==> config.mk <==
export PLATFORM = sky130hd
export DESIGN_NAME = imem_loader
export DESIGN_NICKNAME = d
export VERILOG_FILES = /design/src/rtl/imem_loader_pkg.sv /design/src/rtl/byte_packer.sv /design/src/rtl/imem_loader.sv
export SDC_FILE = /design/constraint.sdc
export NUM_CORES = 1
export LEC_CHECK = 0
export BUFFER_PORTS_ARGS = -buffer_cell sky130_fd_sc_hd__buf_2
export CAP_MARGIN = 20
export CORE_MARGIN = 2
export CORE_UTILIZATION = 42
export DETAILED_ROUTE_END_ITERATION = 10
export PLACE_DENSITY = 0.75
export SLEW_MARGIN = 20
export SYNTH_ARGS = -nofsm -noshare
export SYNTH_HDL_FRONTEND = slang
export SYNTH_SLANG_ARGS = --single-unit
==> constraint.sdc <==
create_clock -name clk -period 6.01 [get_ports clk]
set_clock_uncertainty 0.15 [all_clocks]
set_input_delay 0.601 -clock clk [delete_from_list [all_inputs] [get_ports clk]]
set_output_delay 0.601 -clock clk [all_outputs]
set_load 0.01 [all_outputs]
==> src/rtl/imem_loader_pkg.sv <==
// Shared encodings for the instruction-memory loader: FSM states and word geometry.
package imem_loader_pkg;

  typedef enum logic [1:0] {
    ST_IDLE  = 2'd0,
    ST_RECV  = 2'd1,
    ST_WRITE = 2'd2
  } state_e;

  localparam int unsigned BYTES_PER_WORD = 4;
  localparam int unsigned BYTE_CNT_W     = $clog2(BYTES_PER_WORD);
  localparam int unsigned WORD_W         = 8 * BYTES_PER_WORD;

endpackage : imem_loader_pkg

==> src/rtl/byte_packer.sv <==
// Little-endian byte-to-word assembler: byte k of each word lands in bits [8k+7:8k].
module byte_packer
  import imem_loader_pkg::*;
(
  input  logic              clk,
  input  logic              rst,
  input  logic              accept_i,
  input  logic              clear_i,
  input  logic [7:0]        data_i,
  output logic [WORD_W-1:0] word_o,
  output logic              word_full_o
);

  logic [BYTE_CNT_W-1:0] cnt_q;
  logic [WORD_W-1:0]     word_q;

  // word_full_o flags the accept that completes the current word.
  assign word_full_o = accept_i && (cnt_q == BYTE_CNT_W'(BYTES_PER_WORD - 1));
  assign word_o      = word_q;

  // NOTE: sequential state uses non-blocking assignments so every register
  // samples pre-edge values, independent of statement order.
  always_ff @(posedge clk or negedge rst) begin
    if (!rst) begin
      cnt_q  <= '0;
      word_q <= '0;
    end else if (clear_i) begin
      cnt_q <= '0;
    end else if (accept_i) begin
      word_q[{cnt_q, 3'b000} +: 8] <= data_i;
      cnt_q                        <= cnt_q + 1'b1;
    end
  end

endmodule : byte_packer

==> src/rtl/imem_loader.sv <==
// Streams bytes into instruction memory as consecutive words from address 0 and
// holds the core in reset until a complete image has been written.
module imem_loader
  import imem_loader_pkg::*;
#(
  parameter int ADDR_W = 10
) (
  input  logic              clk,
  input  logic              rst,
  input  logic              start,
  input  logic [ADDR_W:0]   len_words,
  input  logic              s_valid,
  input  logic [7:0]        s_data,
  output logic              s_ready,
  output logic              we,
  output logic [31:0]       waddr,
  output logic [WORD_W-1:0] wdata,
  output logic              busy,
  output logic              done,
  output logic [31:0]       checksum,
  output logic              core_rst
);

  localparam logic [ADDR_W:0] MAX_LEN = {1'b1, {ADDR_W{1'b0}}};

  state_e            state_q;
  logic [ADDR_W:0]   len_q;
  logic [ADDR_W-1:0] idx_q;
  logic              s_ready_q, we_q, busy_q, done_q, core_rst_q;
  logic [31:0]       waddr_q, checksum_q;

  logic              accept, pack_clear, word_full, last_word;
  logic [WORD_W-1:0] word;

  assign accept     = s_valid && s_ready_q;
  assign pack_clear = (state_q == ST_IDLE) && start && (len_words != '0);
  assign last_word  = ({1'b0, idx_q} == (len_q - 1'b1));

  byte_packer u_packer (
    .clk         (clk),
    .rst         (rst),
    .accept_i    (accept),
    .clear_i     (pack_clear),
    .data_i      (s_data),
    .word_o      (word),
    .word_full_o (word_full)
  );

  always_ff @(posedge clk or negedge rst) begin
    if (!rst) begin
      state_q    <= ST_IDLE;
      len_q      <= '0;
      idx_q      <= '0;
      s_ready_q  <= 1'b0;
      we_q       <= 1'b0;
      waddr_q    <= '0;
      busy_q     <= 1'b0;
      done_q     <= 1'b0;
      checksum_q <= '0;
      core_rst_q <= 1'b0;
    end else begin
      case (state_q)
        ST_IDLE: begin
          if (start) begin
            if (len_words == '0) begin
              done_q     <= 1'b1;
              core_rst_q <= 1'b1;
            end else begin
              len_q      <= (len_words > MAX_LEN) ? MAX_LEN : len_words;
              idx_q      <= '0;
              checksum_q <= '0;
              done_q     <= 1'b0;
              core_rst_q <= 1'b0;
              busy_q     <= 1'b1;
              s_ready_q  <= 1'b1;
              state_q    <= ST_RECV;
            end
          end
        end
        ST_RECV: begin
          if (word_full) begin
            s_ready_q <= 1'b0;
            we_q      <= 1'b1;
            waddr_q   <= 32'(idx_q) << 2;
            state_q   <= ST_WRITE;
          end
        end
        ST_WRITE: begin
          we_q       <= 1'b0;
          checksum_q <= checksum_q ^ word;
          idx_q      <= idx_q + 1'b1;
          if (last_word) begin
            busy_q     <= 1'b0;
            done_q     <= 1'b1;
            core_rst_q <= 1'b1;
            state_q    <= ST_IDLE;
          end else begin
            s_ready_q <= 1'b1;
            state_q   <= ST_RECV;
          end
        end
        default: state_q <= ST_IDLE;
      endcase
    end
  end

  assign s_ready  = s_ready_q;
  assign we       = we_q;
  assign waddr    = waddr_q;
  assign wdata    = word;
  assign busy     = busy_q;
  assign done     = done_q;
  assign checksum = checksum_q;
  assign core_rst = core_rst_q;

endmodule : imem_loader

==> results.md <==
Drt:
- The total detailed-routing wirelength is between 10,000 and 15,000 um.
- In this run the top signal layer used is met4.
- After detailed routing, the number of vias per cell comes to roughly 5.
- The first TritonRoute pass finished after 4 iterations.
- In this run, the number of DRC markers left after iteration 0 of detailed routing was 165.
- The detail-routed net length per standard cell is between 15 and 20 um.
- In the final routing, the length of wire on met1 measures 4900 um.
- The wire length on met2 is about 5800 um.
- After detailed routing, the number of remaining DRC violations is 0.
- The total via count in the routed design is 3,813.
- The wire length on met3 is around 700 um.
- The number of nets with antenna violations after routing is 0.

Critical path:
- At the worst endpoint, the arrival time is approximately 2.7 ns.
- The required time of the critical path is ~6.0 ns.
- The slowest cell on the critical path is or4_1.
- Counting stages on the worst path, the most repeated cell is or4_1.
- The critical path goes through buf_2 -> or4_1 -> or4_1 -> and2_2 -> nand3b_1 -> o21ai_0.
- In this run the worst setup path begins at len_words[4].
- The maximum cell stage delay along the critical path is just under 0.6 ns.
- Along the worst path, the maximum fanout reaches 51.
- The element type at the critical path start is an input port.
- In this run the critical register-to-register path is launched from state_q[0].
- The worst setup path is of the input port to flop kind.
- The worst setup path is captured at a flop.

Layout:
- The number of inserted filler cells in the final layout is approximately 1,000.
- The area growth from synthesis to layout is 16.9%.
- Leaving out filler cells and counting taps, the final layout contains approximately 750.
- 0 antenna diodes ended up in the layout.
- The final net count is roughly 630.
- The area used by multi-input combinational logic is between 2000 and 2500 um2.
- Of the cells placed in the final design, the portion with a size suffix greater than 1 is about a quarter.
- The top cell types in the final layout, fill and taps aside, are nand2_1, dfrtp_1, buf_2.
- Registers take approximately 2600 um2.
- The leading cell type in the layout, fill and taps excluded is nand2_1.

Clocking:
- Hold repair after CTS inserted 0 buffers.
- The total number of clock tree sinks is 103.
- Clock-pin slew was measured on the worst setup and hold paths at approximately 0.070 ns.
- The H-tree was split into 3 levels.
- The post-cts resize count is 0.
- The CTS tree is built.
- The clock passes through at most 2 buffers.
- The root buffer selected by CTS is clkbuf_16.
- Counting the buffers created by CTS gives 9.
- In this run the post-CTS setup repair buffer count came out at 0.
- For the worst-skew pair, the clock arrives at the later sink with an insertion delay of 0.34 ns.

Global routing:
- Global routing finished with a remaining overflow of 0.
- The global-route wire length before repair is 19,000 um.
- The via count of the first global-routing pass came to 3,754.
- The initial antenna violation count is 0.
- The maximum number of pins on one net before global-route repair is between 70 and 80.
- Across every metal layer, demand over resource in global routing totals 18.7%.

Yosys:
- Dividing the synthesized area by the synthesized cell count gives 9.74 um2.
- After synthesis, the share of flip-flops with an asynchronous set or reset is between 90% and 100%.
- The post-synthesis instance area is between 4000 and 5000 um2.
- Synthesis handed over a netlist of between 500 and 600 instances.
- The fraction of the yosys area taken by sequential cells is about 52%.
- The primary flip-flop cell chosen by synthesis mapping is dfrtp_1.
- The Yosys step of the flow raised 0 warnings.
- The post-synthesis register bit count is approximately 100.
- Counting flops with a built-in enable in the synthesized netlist gives 0.
- The distinct cell type count of the synthesized netlist is 43.

Pwr:
- The share of total power consumed by net switching is between 30% and 40%.
- The relative contribution of combinational cells to total power is approximately a third.
- Summed over all cells, the static leakage comes to slightly below 0.003 uW.
- The total design power is 2680 uW.
- The share of total power dissipated in the clock network is approximately 23%.
- Power spread over the standard cell area amounts to roughly 460 nW/um2.
- The sequential fraction of design power is between 40% and 50%.
- The power dissipated by switching net loads is approximately 1000 uW.
- The maximum vdd drop is 0.285 mV.
- The internal power is between 1500 and 2000 uW.

Die:
- The die area is approximately 13,000 um2.
- The area inside the core boundary is approximately 11,000 um2.
- The row count is 39.
- The die is about 110 um tall.
- The effective utilization at floorplan is 43.3%.
- The x dimension of the die is between 100 and 150 um.
- The boundary pin count is 124.

Run status:
- The run finished with clean final reports.

STA:
- The worst hold slack after final layout is 0.0318 ns.
- The max-slew violation total from the final report is 0.
- The max-slew headroom at the worst pin is 35.5%.
- The transition at the pin with the smallest max-transition slack is between 0.9 and 1 ns.
- The number of endpoints failing setup at the final stage is 0.
- The total negative slack is 0 ns.
- Setup slack closes at 3.37 ns.
- Dividing the final minimum period by the clock period gives a little over two fifths.
- Based on the critical path, the design can be clocked at up to 379 MHz.
- For the finished layout, the period the worst path requires is 2.64 ns.
- The hold violation total from the final report is 0.
- Setup repair after global routing left no endpoint under its margin.

Placed design:
- The final HPWL from detailed placement is 8280 um.
- Timing analysis after detailed placement gives a worst setup slack of 2.93 ns.
- Input and output buffers added on the ports amount to ~100.
- After detailed placement, the design holds a cell count of roughly 730.
- The final weighted congestion in routability-driven placement is just under 0.9.

Min path:
- In this run the worst hold path is classified as input port to async pin.

Run:
- Across the run, the number of max-cap violations was 0.
-- cell families after synthesis --
| group | after synthesis | synth area share, % |
|---|---|---|
| xor gates and xnor gates | 52 | 9.17 |
| other | 1 | 0.0755 |
| muxes | 11 | 2.49 |
| buffers and inverters | 53 | 6.50 |
| AOI/OAI and AO/OA | 59 | 6.65 |
| adders and majority gates | 7 | 1.76 |
| DFF | 103 | 51.9 |
| and+or+nand+nor | 224 | 21.4 |
-- synthesized netlist by cell type (all sizes together), types with 2 or more instances --
master / instances / area [um2]
and3: 6 / 37.5
and2: 4 / 25.0
nand4: 7 / 88.8
mux2: 11 / 124
nand2: 121 / 464
a31oi: 2 / 12.5
o21ai: 42 / 210
xor2: 40 / 350
or4: 7 / 56.3
dfrtp: 103 / 2580
clkbuf: 10 / 37.5
xnor2: 12 / 105
a22o: 3 / 26.3
or3: 2 / 12.5
o311ai: 2 / 17.5
nand3: 4 / 20.0
nor3b: 5 / 37.5
nor2b: 2 / 12.5
nor4: 4 / 25.0
a21oi: 6 / 30.0
buf: 34 / 251
nor3: 5 / 25.0
nor2: 45 / 169
inv: 9 / 33.8
or2: 2 / 12.5
nand3b: 7 / 52.6
ha: 7 / 87.6
-- through the flow --
stage / utilization (%) / area, um2
floorplan: - / 5040
global placement: 47.6 / 5460
detailed placement: 47.6 / 5460
CTS: 50.4 / 5780
global route: 50.6 / 5800
finish: 50.6 / 5800
-- worst paths after layout --
| kind | endpoint | slack [ns] | depth (start not counted) |
|---|---|---|---|
| max | len_q[0] | 3.37 | 6 |
| min | we | 0.03 | 1 |
| max reg2reg | len_q[0] | 3.37 | 4 |
| min reg2reg | waddr[3] | 0.35 | 1 |
| max in group asynchronous | u_packer.word_o[15] | 4.43 | 2 |
| min in group clk | waddr[3] | 0.35 | 1 |
-- per-layer routing --
metal | GRT usage [%] | vias to the layer above
met5 | 0 | -
met4 | 3.90 | 0
met3 | 5.36 | 13
met2 | 30.9 | 117
met1 | 24.9 | 1867
li1 | - | 1816
-- power groups by stage --
stage / logic (uW) / registers (uW) / clock network (uW)
after floorplan: 570 / 1160 / 0
after CTS: 937 / 1140 / 626
after global placement: 900 / 1130 / 0
final: 939 / 1130 / 610
after global routing: 1050 / 1170 / 656
after detailed placement: 931 / 1140 / 0
-- final cells by class --
type                       instances  share of cell area, %
tap                              143                   3.08
multi-input combinational        375                   37.2
clock inverter                     6                   1.27
timing repair buffer             103                   9.36
inverter                           9                  0.582
clock buffer                      10                   4.12
sequential                       103                   44.4
-- state kept, by name, indices dropped and copies added (netlist names) --
name	flops
checksum	32
u_packer.word_o	32
len_q	11
idx_q	10
waddr	10
state_q	2
u_packer.cnt_q	2
busy	1
core_rst	1
s_ready	1
we	1
-- critical path, delay by kind of cell --
family	cells	cell delay, ns
AOI/OAI and AO/OA	1	0.10
buffers and inverters	1	0.11
and+or+nand+nor	4	1.85
No activity file was read; power rests on OpenSTA's default activity.
